**src/rtl/pipe_hazard_ctrl.sv**
```systemverilog
// pipe_hazard_ctrl: pipeline control and hazard unit for the in-order MIPS pipe.
//   - Per-operand forwarding select from FWD_DEPTH producer stages (stage 2+k).
//   - Load-use detection for producers younger than LOAD_STAGE.
//   - Multi-cycle EXE sequencing (IDLE/BUSY counter FSM).
//   - Per-stage enable / bubble vectors, redirect squash, debug single-step.
//   - Saturating count of stalled cycles.
// Ports:
//   clk, rst_n              clock, async active-low reset
//   debug_en, debug_step    freeze pipe; rising edge of step releases one cycle
//   id_rs/rt_addr, _used    ID operand addresses and use flags
//   id_redirect             ID holds a taken branch/jump
//   exe_is_md               EXE holds a multi-cycle op
//   prod_wen/is_load/waddr  producer k info (waddr flattened, k=0 in LSBs)
//   stage_en, stage_rst     per-stage enable and bubble/flush
//   fwd_a, fwd_b            0 = register file, k+1 = producer k
//   load_stall, md_stall    hazard flags
//   md_busy                 FSM in BUSY
//   stall_cnt               saturating stall-cycle count

// Per-operand forwarding select: youngest matching producer wins.
module phc_fwd_sel #(
    parameter int REG_ADDR_W = 5,
    parameter int FWD_DEPTH  = 2,
    parameter int LOAD_STAGE = 1,
    parameter int FWD_W      = 2
) (
    input  logic [REG_ADDR_W-1:0]                 addr,
    input  logic                                  used,
    input  logic [FWD_DEPTH-1:0]                  prod_wen,
    input  logic [FWD_DEPTH-1:0]                  prod_is_load,
    input  logic [FWD_DEPTH-1:0][REG_ADDR_W-1:0]  prod_waddr,
    output logic [FWD_W-1:0]                      fwd,
    output logic                                  hazard
);
    logic found;

    always_comb begin
        fwd    = '0;
        hazard = 1'b0;
        found  = 1'b0;
        for (int k = 0; k < FWD_DEPTH; k++) begin
            if (!found && used && (addr != '0) && prod_wen[k] && (prod_waddr[k] == addr)) begin
                found = 1'b1;
                // Load data not yet available this close to ID: stall instead.
                if (prod_is_load[k] && (k < LOAD_STAGE))
                    hazard = 1'b1;
                else
                    fwd = FWD_W'(k + 1);
            end
        end
    end
endmodule

module pipe_hazard_ctrl #(
    parameter int NUM_STAGES = 5,
    parameter int REG_ADDR_W = 5,
    parameter int FWD_DEPTH  = 2,
    parameter int LOAD_STAGE = 1,
    parameter int MD_LATENCY = 8,
    parameter int CNT_W      = 16,
    parameter int FWD_W      = $clog2(FWD_DEPTH + 1)
) (
    input  logic                            clk,
    input  logic                            rst_n,
    input  logic                            debug_en,
    input  logic                            debug_step,
    input  logic [REG_ADDR_W-1:0]           id_rs_addr,
    input  logic [REG_ADDR_W-1:0]           id_rt_addr,
    input  logic                            id_rs_used,
    input  logic                            id_rt_used,
    input  logic                            id_redirect,
    input  logic                            exe_is_md,
    input  logic [FWD_DEPTH-1:0]            prod_wen,
    input  logic [FWD_DEPTH-1:0]            prod_is_load,
    input  logic [FWD_DEPTH*REG_ADDR_W-1:0] prod_waddr,
    output logic [NUM_STAGES-1:0]           stage_en,
    output logic [NUM_STAGES-1:0]           stage_rst,
    output logic [FWD_W-1:0]                fwd_a,
    output logic [FWD_W-1:0]                fwd_b,
    output logic                            load_stall,
    output logic                            md_stall,
    output logic                            md_busy,
    output logic [CNT_W-1:0]                stall_cnt
);
    localparam int MD_CW   = $clog2(MD_LATENCY + 1);
    localparam int MD_LOAD = (MD_LATENCY > 1) ? MD_LATENCY - 2 : 0;

    typedef enum logic {IDLE, BUSY} md_state_t;

    md_state_t                                  state, nxt_state;
    logic [MD_CW-1:0]                           cnt, nxt_cnt;
    logic                                       step_prev;
    logic                                       frozen;
    logic                                       md_stall_raw;
    logic [FWD_DEPTH-1:0][REG_ADDR_W-1:0]       waddr_v;
    logic [1:0][REG_ADDR_W-1:0]                 op_addr;
    logic [1:0]                                 op_used;
    logic [1:0][FWD_W-1:0]                      op_fwd;
    logic [1:0]                                 op_haz;

    assign waddr_v = prod_waddr;
    assign op_addr = {id_rt_addr, id_rs_addr};
    assign op_used = {id_rt_used, id_rs_used};

    // Operand 0 = RS, operand 1 = RT.
    genvar g;
    generate
        for (g = 0; g < 2; g++) begin : g_op
            phc_fwd_sel #(
                .REG_ADDR_W (REG_ADDR_W),
                .FWD_DEPTH  (FWD_DEPTH),
                .LOAD_STAGE (LOAD_STAGE),
                .FWD_W      (FWD_W)
            ) u_sel (
                .addr         (op_addr[g]),
                .used         (op_used[g]),
                .prod_wen     (prod_wen),
                .prod_is_load (prod_is_load),
                .prod_waddr   (waddr_v),
                .fwd          (op_fwd[g]),
                .hazard       (op_haz[g])
            );
        end
    endgenerate

    // Outputs are combinational, so reset values are forced here directly.
    assign fwd_a      = rst_n ? op_fwd[0] : '0;
    assign fwd_b      = rst_n ? op_fwd[1] : '0;
    assign load_stall = rst_n & (|op_haz);
    assign md_stall   = rst_n & md_stall_raw;
    assign md_busy    = (state == BUSY);

    // Frozen unless this cycle carries a fresh rising edge of debug_step.
    assign frozen = debug_en && !(debug_step && !step_prev);

    always_comb begin
        nxt_state    = state;
        nxt_cnt      = cnt;
        md_stall_raw = 1'b0;
        case (state)
            IDLE: begin
                if (exe_is_md && (MD_LATENCY > 1)) begin
                    md_stall_raw = 1'b1;
                    nxt_cnt      = MD_CW'(MD_LOAD);
                    nxt_state    = BUSY;
                end
            end
            BUSY: begin
                if (cnt != '0) begin
                    md_stall_raw = 1'b1;
                    nxt_cnt      = cnt - MD_CW'(1);
                end else begin
                    nxt_state = IDLE;
                end
            end
            default: nxt_state = IDLE;
        endcase
        if (frozen) begin
            nxt_state = state;
            nxt_cnt   = cnt;
        end
    end

    always_ff @(posedge clk or negedge rst_n) begin
        if (!rst_n) begin
            state     <= IDLE;
            cnt       <= '0;
            step_prev <= 1'b0;
            stall_cnt <= '0;
        end else begin
            state     <= nxt_state;
            cnt       <= nxt_cnt;
            step_prev <= debug_step;
            if (!frozen && (md_stall || load_stall) && (stall_cnt != {CNT_W{1'b1}}))
                stall_cnt <= stall_cnt + CNT_W'(1);
        end
    end

    // Stage control. md_stall outranks load_stall; any stall holds ID, so
    // the redirect flush waits until ID re-presents it.
    always_comb begin
        stage_en  = '1;
        stage_rst = '0;
        if (!rst_n) begin
            stage_rst = '1;
        end else if (frozen) begin
            stage_en = '0;
        end else if (md_stall) begin
            stage_en[2:0] = '0;
            stage_rst[3]  = 1'b1;
        end else if (load_stall) begin
            stage_en[1:0] = '0;
            stage_rst[2]  = 1'b1;
        end else if (id_redirect) begin
            stage_rst[0] = 1'b1;
        end
    end
endmodule
```
**config.mk**
```make
export PLATFORM = sky130hd
export DESIGN_NAME = pipe_hazard_ctrl
export DESIGN_NICKNAME = d
export VERILOG_FILES = /design/src/rtl/pipe_hazard_ctrl.sv
export SDC_FILE = /design/constraint.sdc
export NUM_CORES = 1
export LEC_CHECK = 0
export CAP_MARGIN = 15
export CORE_MARGIN = 2
export CORE_UTILIZATION = 47
export DETAILED_ROUTE_END_ITERATION = 10
export GPL_TIMING_DRIVEN = 0
export PLACE_DENSITY = 0.86
export SLEW_MARGIN = 20
export SYNTH_ARGS = -nofsm -noshare
export SYNTH_HDL_FRONTEND = slang
export SYNTH_HIERARCHICAL = 1
export SYNTH_SLANG_ARGS = --single-unit
```
**constraint.sdc**
```tcl
create_clock -name clk -period 7.7 [get_ports clk]
set_input_delay 1.54 -clock clk [delete_from_list [all_inputs] [get_ports clk]]
set_output_delay 1.54 -clock clk [all_outputs]
set_load 0.05 [all_outputs]
```
# Yosys cells after proc, flatten, opt, wreduce, memory -nomap -nowiden
# Cells that the tools add are included.
# W data, S select, Z words.
dict set report totals {
  register_bits 22
  in_bits 32
  elab_cells 81
}
dict set report op_classes {
  mux 35
  n_eq_ne 7
  n_reduce_logical 29
  n_addsub 2
  n_bitwise 4
}
# op n
set ops {}
lappend ops {{$eq A5 B5 Y1} 4}
lappend ops {{$mux W2} 10}
lappend ops {{$mux W1} 19}
lappend ops {{$logic_and A1 B1 Y1} 18}
lappend ops {{$add A16 B1 Y16 const B} 1}
lappend ops {{$ne A16 B16 Y1 const B} 1}
lappend ops {{$reduce_bool A5 Y1} 2}
lappend ops {{$mux W4} 2}
lappend ops {{$pmux W4 S2} 1}
lappend ops {{$logic_not A1 Y1} 5}
lappend ops {{$mux W5} 1}
lappend ops {{$reduce_bool A4 Y1} 1}
lappend ops {{$sub A4 B1 Y4 const B} 1}
lappend ops {{$mux W3} 1}
lappend ops {{$reduce_and A3 Y1} 1}
lappend ops {{$and A1 B1 Y1} 2}
lappend ops {{$ne A2 B1 Y1 const B} 1}
lappend ops {{$ne A2 B2 Y1 const B} 1}
lappend ops {{$not A1 Y1} 2}
lappend ops {{$pmux W1 S2} 1}
lappend ops {{$reduce_or A2 Y1} 1}
lappend ops {{$logic_or A1 B1 Y1} 1}

# Depth between registers and ports, before layout
dict set report logic_depth {
  ltp_word 12
  depth_mapped 9
}

# Cells and area by module
# Netlist, hierarchy kept.
# mod area_per_inst_um2 seq_area_each_um2 n_inst cells_per_inst
set by_module_without_submodules {}
lappend by_module_without_submodules {pipe_hazard_ctrl 1258.7 550.5 1 123}
lappend by_module_without_submodules {phc_fwd_sel 168.9 0.0 2 20}

# Least setup slack after synthesis
# No wires, ideal clock.
dict set report synth_path {
  path_kind {input-to-output}
  startpoint {input rst_n}
  endpoint {output stage_rst[0]}
  setup_slack_ps 2057
  path_buffers 1
  stages 6
  arrival_ps 4103
  cell_sequence {buf_2 > o21ai_1 > nor2_1 > a21oi_1 > and2_1 > o21a_1}
}
dict set report synth_via {
  elab_cells_between_ends 6
  classes_between {mux (4); bitwise (2)}
}
# item line
set synth_lines {}
lappend synth_lines {{start, declared} 64} ;# input logic rst_n,
lappend synth_lines {{$and A1 B1 Y1} 130} ;# assign md_stall = rst_n & md_stall_raw;
lappend synth_lines {{named net md_stall} 81} ;# output logic md_stall,
lappend synth_lines {{$mux W1} 188} ;# end else if (md_stall) begin
lappend synth_lines {{$mux W1} 186} ;# end else if (frozen) begin
lappend synth_lines {{$mux W1} 184} ;# if (!rst_n) begin
lappend synth_lines {{end, declared} 77} ;# output logic [NUM_STAGES-1:0] stage_rst,
# The timed path passes the listed nets, and every way through them passes these cells.

# Worst setup path after layout
dict set report layout_path {
  startpoint {input id_rt_addr[1]}
  endpoint {output stage_rst[0]}
}
dict set report layout_via {
  elab_chain_len 11
  elab_cells_between_ends 12
  classes_between {eq/ne (1); mux (5); bitwise (1); reduce/logical (5)}
}
# item line
set layout_lines {}
lappend layout_lines {{start, declared} 68} ;# input logic [REG_ADDR_W-1:0] id_rt_addr,
lappend layout_lines {{$reduce_bool A5 Y1} 42} ;# if (!found && used && (addr != '0) && prod_wen[k] && (prod_waddr[k] == addr)) begin
lappend layout_lines {{$logic_and A1 B1 Y1 (2 in a row)} 42}
lappend layout_lines {{$logic_and A1 B1 Y1 *} 42}
lappend layout_lines {{$mux W1 *} 42}
lappend layout_lines {{named net op_haz[1]} 99} ;# logic [1:0] op_haz;
lappend layout_lines {{$reduce_or A2 Y1 *} 129} ;# assign load_stall = rst_n & (|op_haz);
lappend layout_lines {{$and A1 B1 Y1 *} 129}
lappend layout_lines {{$mux W1 *} 191} ;# end else if (load_stall) begin
lappend layout_lines {{$mux W1 *} 188}
lappend layout_lines {{$mux W1 *} 186}
lappend layout_lines {{$mux W1 *} 184}
# Mark *: on every way through the listed nets, which the timed path passes. The rest lies on a longest branch.

==> summary.txt <==
Run status
  – Outcome: complete, no violations

Global route
  – GRT overflow: 0
  – First-pass GRT wire length: 6220 µm
  – Tot GR Track Use: 19.3%
  – Initial antenna violation count: 0
  – Largest net degree at the start of global routing: 24
  – Vias in the first global route: 1450

Yosys
  – Mapped Area: 1600 µm²
  – Synth Register Bits: 22
  – Synthesized Nets: 197
  – Post-Syn Instances: 163
  – Yosys warning total: 6
  – Synth Area in Adders: 1.57%
  – Avg Cell Area, Syn: 9.79 µm²
  – Yosys top cell by area: dfrtp_1
  – Cell variety after synth: 41
  – Seq/Total Area, Yosys: 34.5%
  – Top post-synthesis cells by area: dfrtp_1 34%, xor2_1 10%, xnor2_1 8.2%, o21ai_4 4.1%, nand2_1 3.8%
  – Simple-gate share of the synthesized area: 28.8%
  – XOR/XNOR share of the synthesized area: 18.7%
  – Synth Area in Compound Gates: 11.2%
  – Mux cell area share after synthesis: 1.65%
  – Post-synth top area share: 34.5%
  – Largest family of logic cells by synthesized area: simple AND/OR/NAND/NOR gates

STA
  – Setup TNS: 0 ps
  – Fmax: 167 MHz
  – Final Max Slew Viols: 0
  – Setup violations, final: 0
  – Hold Vio Cnt, Final: 0
  – Tcrit/Tclk final: 77.9%
  – Final Skew: 8.96 ps
  – Slew headroom: 65.2%
  – Worst slew pin tran: 521 ps
  – Min Hold Slack: 498 ps
  – RSZ-0062 raised after global routing: no
  – Tmin final: 6000 ps
  – Final worst setup slack: 1700 ps

Detailed routing
  – Total Wirelength: 3550 µm
  – Drt drc: 0
  – TritonRoute pass-1 iters: 4
  – Via count: 1409
  – Detailed-route vias per instance: 5.11
  – Initial drt markers: 88
  – Final ANT Viol Nets: 0
  – Average routed wire per standard cell: 12.9 µm

CTS
  – Clk pin slew, worst setup/hold paths: 120 ps
  – Number of H-tree levels: 1
  – TritonCTS Buffers: 3
  – Root Buffer: clkbuf_4
  – Worst skew pair latency: 310 ps
  – Clk sinks: 22
  – Hold-fix buffers, CTS: 0
  – CTS tree: yes
  – Postcts setup bufs: 0
  – CTS max path bufs: 2
  – Post_cts resized: 0

Critical path
  – Worst path slowest cell: clkdlybuf4s50_1
  – CP Buf/Inv Count: 2
  – Crit Path Max Fanout: 3
  – Worst path arrival time: 4460 ps
  – Highest cell delay on the worst timing path: 800 ps
  – Critical path startpoint category: input port
  – Top cell family by delay on the critical path: buffers and inverters
  – CP Cell Sequence: clkdlybuf4s50_1, or4_4, o21ai_4, nor3_2, and2_1, o21ai_1, and2_1, o21a_1, clkdlybuf4s50_1
  – Setup crit end kind: output port
  – Crit Path Class: in -> out
  – Data required time of the worst path: 6160 ps

Cells and area
  – Layout cells sized above 1: 14.3%
  – Antenna cell count: 0
  – Fill count: 280
  – Area Growth Syn to Fin: 46.1%
  – Most common cell after layout, fill and taps aside: clkdlybuf4s50_1
  – Design area: 2330 µm²
  – Commonest non-fill, non-tap cells in the layout: 62 x clkdlybuf4s50_1, 22 x dfrtp_1, 19 x xor2_1
  – Post-layout net count: 265

Worst hold path
  – Hold Path Class: reg -> reg

Pwr
  – Cell Pwr Density: 215 nW/µm²
  – Power, Total: 502 µW
  – Leakage power: 0.000980 µW
  – Peak supply drop: 0.000176 V

Placed design
  – Gp weighted congestion: 0.789
  – Input/output buffers: 63
  – Placed Area: 2280 µm²
  – Worst slack, placed: 1590 ps
  – HPWL Detailed: 2860 µm

Run
  – MaxCap Viol Count: 0

Floorplan
  – # rows: 21
  – Core ar.: 3310 µm²
  – Io pins: 65
  – Die height: 62.3 µm
  – Die area: 3880 µm²
  – Starting Density: 48.2%
  – Die width: 62.3 µm
[cell type report]
cell class / count / area, µm² / share of cell area [%]
multi-input combinational: 129 / 988 / 42.4
inverter: 7 / 26.3 / 1.13
buffer: 5 / 31.3 / 1.34
sequential: 22 / 551 / 23.6
tap: 46 / 57.6 / 2.47
clock buffer: 3 / 22.5 / 0.966
timing repair buffer: 63 / 626 / 26.8
clock inverter: 1 / 30.0 / 1.29
[routing by layer]
layer / routed length [µm] / share of wire [%] / track usage (%) / vias up
met2: 2030 / 57 / 36.1 / 32
met1: 1380 / 39 / 22.2 / 677
li1: - / - / - / 698
met4: 9 / 0.25 / 6.67 / 0
met3: 126 / 3.6 / 3.08 / 2
met5: 0 / 0 / 0 / -
[cell families (layout without fill, tap and decap cells)]
family / count (synthesis) / in the layout
compound gates: 19 / 19
xor+xnor: 34 / 34
fa+ha+maj: 2 / 2
buf+inv: 12 / 79
flops: 22 / 22
mux: 2 / 2
simple gates: 72 / 72
[worst reg2reg max path, cell delays in order, from the launching register on]
cell and delay, ps:
dfrtp_1 440, ha_1 250, nand3_1 120, or3_4 380
o211ai_4 300, mux2_4 330
[report_power, final]
part,switching [µW],internal (µW)
combinational,141,96.7
sequential,34.8,141
clock,35.6,52.6
[Yosys cell counts, drive strengths merged]
master,instances
a21oi,1
a22o,1
a31oi,1
and2,7
and3,3
and4bb,1
buf,4
clkbuf,1
dfrtp,22
ha,2
inv,7
mux2,2
nand2,16
nand3,9
nand4,3
nand4b,1
nor2,12
nor3,9
nor4,6
o211ai,1
o21a,3
o21ai,10
o31a,1
o31ai,1
or3,2
or4,3
xnor2,15
xor2,19
[through the flow]
stage | utilization, % | std cells
after global routing | 70.4 | 276
final | 70.4 | 276
after CTS | 70.6 | 276
after detailed placement | 69.0 | 272
after global placement | 69.0 | 272
after floorplan | - | 163
[final timing paths]
kind | from | to | slack, ps | cells past startpoint
worst max-delay path | id_rt_addr[1] | stage_rst[0] | 1700 | 9
worst min-delay path | stall_cnt[12] | stall_cnt[12] | 500 | 1
worst max register to register | stall_cnt[0] | stall_cnt[1] | 5800 | 5
worst min register to register | stall_cnt[12] | stall_cnt[12] | 500 | 1
max in group asynchronous | rst_n | stall_cnt[0] | 6190 | 1
min in group asynchronous | rst_n | stall_cnt[14] | 1170 | 1
[registers in the layout, summed over array words and instances, names as in the netlist]
| name | cells |
|---|---|
| step_prev | 1 |
| md_busy | 1 |
| stall_cnt | 16 |
| cnt | 4 |
(Power assumes the default switching activity.)
